**src/rtl/hw13_pkg.sv**
```systemverilog
// hw13_pkg: shared widths, byte/word types and serializer state encoding
package hw13_pkg;
  localparam int BYTE_W = 8;
  localparam int WORD_W = 16;
  typedef enum logic [1:0] {IDLE, FIRST, SECOND} ser_state_t;
  typedef logic [BYTE_W-1:0] byte_t;
  typedef logic [WORD_W-1:0] word_t;
endpackage

```
**src/rtl/hw13_word_serializer.sv**
```systemverilog
// hw13_word_serializer: 16-bit word to byte-pair serializer; HW13_WORD_COUNT_EN adds word_count
module hw13_word_serializer
  import hw13_pkg::*;
#(
  parameter bit MSB_FIRST = 1'b1
) (
  input  logic  clock,
  input  logic  reset,
  input  word_t in_data,
  input  logic  in_valid,
  output logic  in_ready,
  output byte_t out_data,
  output logic  out_valid,
  input  logic  out_ready,
`ifdef HW13_WORD_COUNT_EN
  output logic [15:0] word_count,
`endif
  output logic  busy
);
  ser_state_t state, state_nx;
  word_t word_q;
  byte_t first_byte, second_byte;
  logic load;
  assign first_byte  = MSB_FIRST ? word_q[15:8] : word_q[7:0];
  assign second_byte = MSB_FIRST ? word_q[7:0] : word_q[15:8];
  always_comb begin
    in_ready  = (state == IDLE) || (state == SECOND && out_ready);
    out_valid = state != IDLE;
    out_data  = state == FIRST ? first_byte : state == SECOND ? second_byte : byte_t'(0);
    busy      = state != IDLE;
    load      = in_valid && in_ready;
    state_nx  = load ? FIRST :
                (state == FIRST && out_ready) ? SECOND :
                (state == SECOND && out_ready) ? IDLE : state;
  end
  always_ff @(posedge clock) begin
    if (reset) begin
      state  <= IDLE;
      word_q <= '0;
    end else begin
      state <= state_nx;
      if (load) word_q <= in_data;
    end
  end
`ifdef HW13_WORD_COUNT_EN
  always_ff @(posedge clock) begin
    if (reset) word_count <= '0;
    else if (state == SECOND && out_ready) word_count <= word_count + 16'd1;
  end
`endif
endmodule

```
**config.mk**
```make
export PLATFORM = sky130hd
export DESIGN_NAME = hw13_word_serializer
export DESIGN_NICKNAME = d
export VERILOG_FILES = /design/src/rtl/hw13_pkg.sv /design/src/rtl/hw13_word_serializer.sv
export SDC_FILE = /design/constraint.sdc
export NUM_CORES = 1
export LEC_CHECK = 0
export BUFFER_PORTS_ARGS = -buffer_cell sky130_fd_sc_hd__buf_2
export CAP_MARGIN = 20
export CORE_MARGIN = 5
export CORE_UTILIZATION = 50
export CTS_BUF_LIST = sky130_fd_sc_hd__clkbuf_4 sky130_fd_sc_hd__clkbuf_8
export DETAILED_ROUTE_END_ITERATION = 8
export PLACE_DENSITY = 0.89
export SYNTH_ARGS = -nofsm -noshare
export SYNTH_HDL_FRONTEND = slang
export SYNTH_SLANG_ARGS = --single-unit
export TNS_END_PERCENT = 1
```
**constraint.sdc**
```tcl
create_clock -name clock -period 1.5 [get_ports clock]
set_input_delay 0.3 -clock clock [delete_from_list [all_inputs] [get_ports clock]]
set_output_delay 0.3 -clock clock [all_outputs]
set_load 0.01 [all_outputs]
```
# == After elaboration in Yosys (flattened, before gate mapping) ==
# Cells that the tools add are included.
# word_totals
elab_cells,19
ff_bits,18
out_inout_bits,11
input_bits,20
# classes
n_reduce_logical,9
n_eq_ne,2
n_mux,5
# ops
operator,count
8-bit 2-to-1 mux,2
2-bit 2-to-1 mux,2
2-bit nonzero test,2
1-bit logical AND,3
3-bit nonzero test,1
"2-bit by 1-bit == test with 1-bit output, second input constant",1
"2-bit == test, second input constant",1
2-bit logical NOT,1
2-bit OR reduction,1
1-bit logical OR,1
1-bit 2-to-1 mux,1

# == Longest topological paths before layout ==
# depth
ltp_word,5
depth_mapped,4
mapped_depth_nobuf,3

# == Worst setup path after synthesis ==
# OpenSTA, ideal clock, no wires.
# synth_timing
kind,register to output
from,register state[0]
to,output out_data[0]
path_stages_with_launch,4
t_arrival_ns,0.985
required_ns,1.200
setup_slack_ns,0.215
path_cell_list,dfxtp_1 -> and2b_1 -> clkbuf_1 -> a22o_1
# synth_between
elab_chain_cells,3
elab_cells_between_ends,4
classes_between,eq/ne (2); mux (2)
# synth_rtl
item,line,text
start: declaration,hw13_word_serializer.sv:20,"ser_state_t state, state_nx;"
start signal: assignment,hw13_word_serializer.sv:41,state <= state_nx;
2-bit == test,hw13_word_serializer.sv:29,out_data = state == FIRST ? first_byte : state == SECOND ? second_byte : byte_t'(0);
8-bit 2-to-1 mux,hw13_word_serializer.sv:29,
8-bit 2-to-1 mux (*),hw13_word_serializer.sv:29,
end: declaration,hw13_word_serializer.sv:12,"output byte_t out_data,"
# Every way passes the cells marked *; elsewhere a longest branch is shown, timed or not.

# == Worst setup path in the final report ==
# layout_timing
from,register state[0]
to,output out_data[7]
# The elaborated chain is that of the path after synthesis.

==> impl_metrics.toml <==
[routing]
num_vias = 799
dr.pass1.iters = 4
viasPerCell = 5.473
postRouteAntennaNets = 0
dr.first_iter.drc_count = 9
drc = 0
wirelength_um = 1912
wire_per_inst_um = 13.10

[setup_path]
cpMaxStageDelayCell = "dfxtp_4"
crit_required_ps = 1200
worstSetupStartpoint = "state[0]$_SDFFE_PP0P_"
worst_setup_path_start_kind = "register"
worstPathMaxFanout = 8
path_class = "register to output pin"
cp.arrival_ps = 1250
r2r-end = "word_q[14]$_SDFFE_PP0P_"
critPathCaptureType = "output pin"
endpoint = "out_data[7]"
crit_chain = "and2b_4 > a22o_1 > buf_2"
rr_startpoint = "state[0]$_SDFFE_PP0P_"
rr_worst_depth = 4
max_stage_delay_ps = 360
regToRegSetupSlack_ps = 120

[cells_and_area]
diodes = 0
final_nets = 143
drive_gt1_share_pct = 36.36
area_growth_pct = 20.62
fin_area_um2 = 1069

[pwr]
sw_frac_of_total_pct = 26.19
seqPwrFrac_pct = 56.3
internal-power_w = 0.0006885
power.switching_w = 0.0002443
combPwrFrac_pct = 18.5
clock_power_share_pct = 25.1
vdd_ir_drop_max_mv = 0.6094
leakagePower_nw = 0.4504
p_per_area_nw_per_um2 = 873.0

[clock_tree]
root_buffer = "clkbuf_4"
cts.sinks = 18
numCtsBuffers = 3
clock_tree.buffer_depth = 2
h-tree-depth = 1
cts_tree = "yes"
clkTransAtPathRegs_ps = 100
clkLatencyLatePin_ps = 290

[synthesis]
netlist-cell-type-count = 19
synthTopCellsByCount = "18 x a21oi_1, 18 x dfxtp_1, 16 x or3b_1"
synth_warnings = 0
synthFlopType = "dfxtp_1"
syn_area_per_cell_um2 = 9.228
synthArstFlopShare_pct = 0
synth-seq-cells = 18
synth.area.top_cells = "dfxtp_1 41%, or3b_1 16%, a21oi_1 10%"
netlist.area_leader.share_pct = 40.68
syn_nets = 116
seq_area_frac_synth_pct = 40.68
syn_inst = 96
synth_edf_count = 0
synth_area_um2 = 885.9
synth.largest_area_cell = "dfxtp_1"

[sta]
maxSlewHeadroom_pct = 78.85
slew_violations = 0
fin_crit_ps = 1552
rsz0062_at_grt = "true"
fmax_mhz = 644.5
worst_pin_slew_ps = 317.2
worst_slack_ps = -51.66
setup_viol = 10
hold_viol = 0
timing.final.crit_share_pct = 103.4
holdWs_ps = 249.5
fin_skew_ps = 2.145

[global_routing]
grt_pass1_wl_um = 3042
grt_max_degree = 34
grt_overflow = 0
first_global_vias = 709
antenna_found_initial = 0
grtUsageTotal_pct = 15.07

[floorplan]
start_util_pct = 51.87
core-area_um2 = 1708
dieArea_um2 = 2713
rows = 15
die_w_um = 52.09
die_h_um = 52.09
io_pins = 31

[placement]
placed_area_um2 = 1018
gp_congestion = 0.7428
dpl.hpwl_um = 1323
port_buffers = 30

[outcome]
status = "finished with violations"
violations = "negative setup slack"

[flow_run]
maxCapViolCount = 0

[min_path]
worstHoldPathType = "primary input to register"
-- logic make-up (layout without fill, tap and decap cells) --
kind of cell,count (synthesis),after routing,share of synthesized area (%)
buffers and inverters,11,36,8.615
AO/OA/AOI/OAI,43,43,27.97
AND/OR/NAND/NOR,24,24,22.74
flip-flops,18,18,40.68
-- per-stage QoR --
step / setup WS, ps / setup TNS, ps / util, % / power, W / cells
after floorplan: 215.4 / 0 / - / 0.0006524 / 96
after global placement: 124.4 / 0 / 59.63 / 0.0006935 / 142
after detailed placement: 56.02 / 0 / 59.63 / 0.0007028 / 142
after CTS: -59.83 / -422.9 / 62.42 / 0.0009374 / 146
after global routing: -101.3 / -871.5 / 62.56 / 0.0009854 / 146
final: -51.66 / -330.0 / 62.56 / 0.0009328 / 146
-- sequential cells by signal, indices dropped and copies added (netlist names) --
signal,flops
word_q,16
state,2
-- power groups by stage --
stage / Clock [W] / Sequential [W] / Combinational, W
after CTS: 0.000239 / 0.000525 / 0.000174
after floorplan: 0 / 0.000532 / 0.000120
after detailed placement: 0 / 0.000538 / 0.000165
after global routing: 0.000264 / 0.000530 / 0.000192
after global placement: 0 / 0.000535 / 0.000159
final: 0.000234 / 0.000525 / 0.000173
-- how the worst min path moves through the flow --
stage	startpoint	end	slack, ps	cells after the start
3_3_place_gp	word_q[0]$_SDFFE_PP0P_	word_q[0]$_SDFFE_PP0P_	460	2
3_5_place_dp	word_q[13]$_SDFFE_PP0P_	word_q[13]$_SDFFE_PP0P_	470	2
4_1_cts	out_ready	state[0]$_SDFFE_PP0P_	240	2
2_1_floorplan	out_ready	state[0]$_SDFFE_PP0P_	400	1
5_1_grt	out_ready	state[0]$_SDFFE_PP0P_	260	2
6_report	out_ready	state[0]$_SDFFE_PP0P_	250	2
-- metal layers --
metal  wire length, µm  global-route usage [%]  up-vias
met2               964                   26.78       26
li1                  -                       -      405
met5                 0                       0        -
met3               134                   5.444        2
met1               806                   17.78      366
met4                 7                   1.310        0
-- worst max-delay path: cells and delay by family, from the launching register on --
family | cells | cell delay (ps)
and+or+nand+nor | 1 | 310
DFF | 1 | 360
buffers and inverters | 1 | 130
AOI/OAI and AO/OA | 1 | 160
-- layout make-up --
| cell class | count | area (µm²) |
|---|---|---|
| clock buffers | 3 | 22.52 |
| fillers | 149 | 639.4 |
| multi-input cells | 67 | 461.7 |
| flip-flops and latches | 18 | 367.9 |
| well taps | 25 | 31.28 |
| repair buffers | 33 | 185.2 |
-- layout by cell type (no fill, tap or decap), drive strengths merged --
cell,instances
nor2,1
a21oi,18
dfxtp,18
clkbuf,3
o21ai,16
or3b,16
or2,1
nand2b,2
nand2,1
buf,33
a211oi,1
nor2b,2
a22o,8
and2b,1
-- what timing repair did --
item / 4_1_cts / 5_1_grt
setup buffers: 2 / 0
endpoints found under the setup margin: 9 / 11
pin swaps: 6 / 2
hold buffers: 0 / 0
gates resized for setup: 8 / 1
No activity file was read; power rests on OpenSTA's default activity.
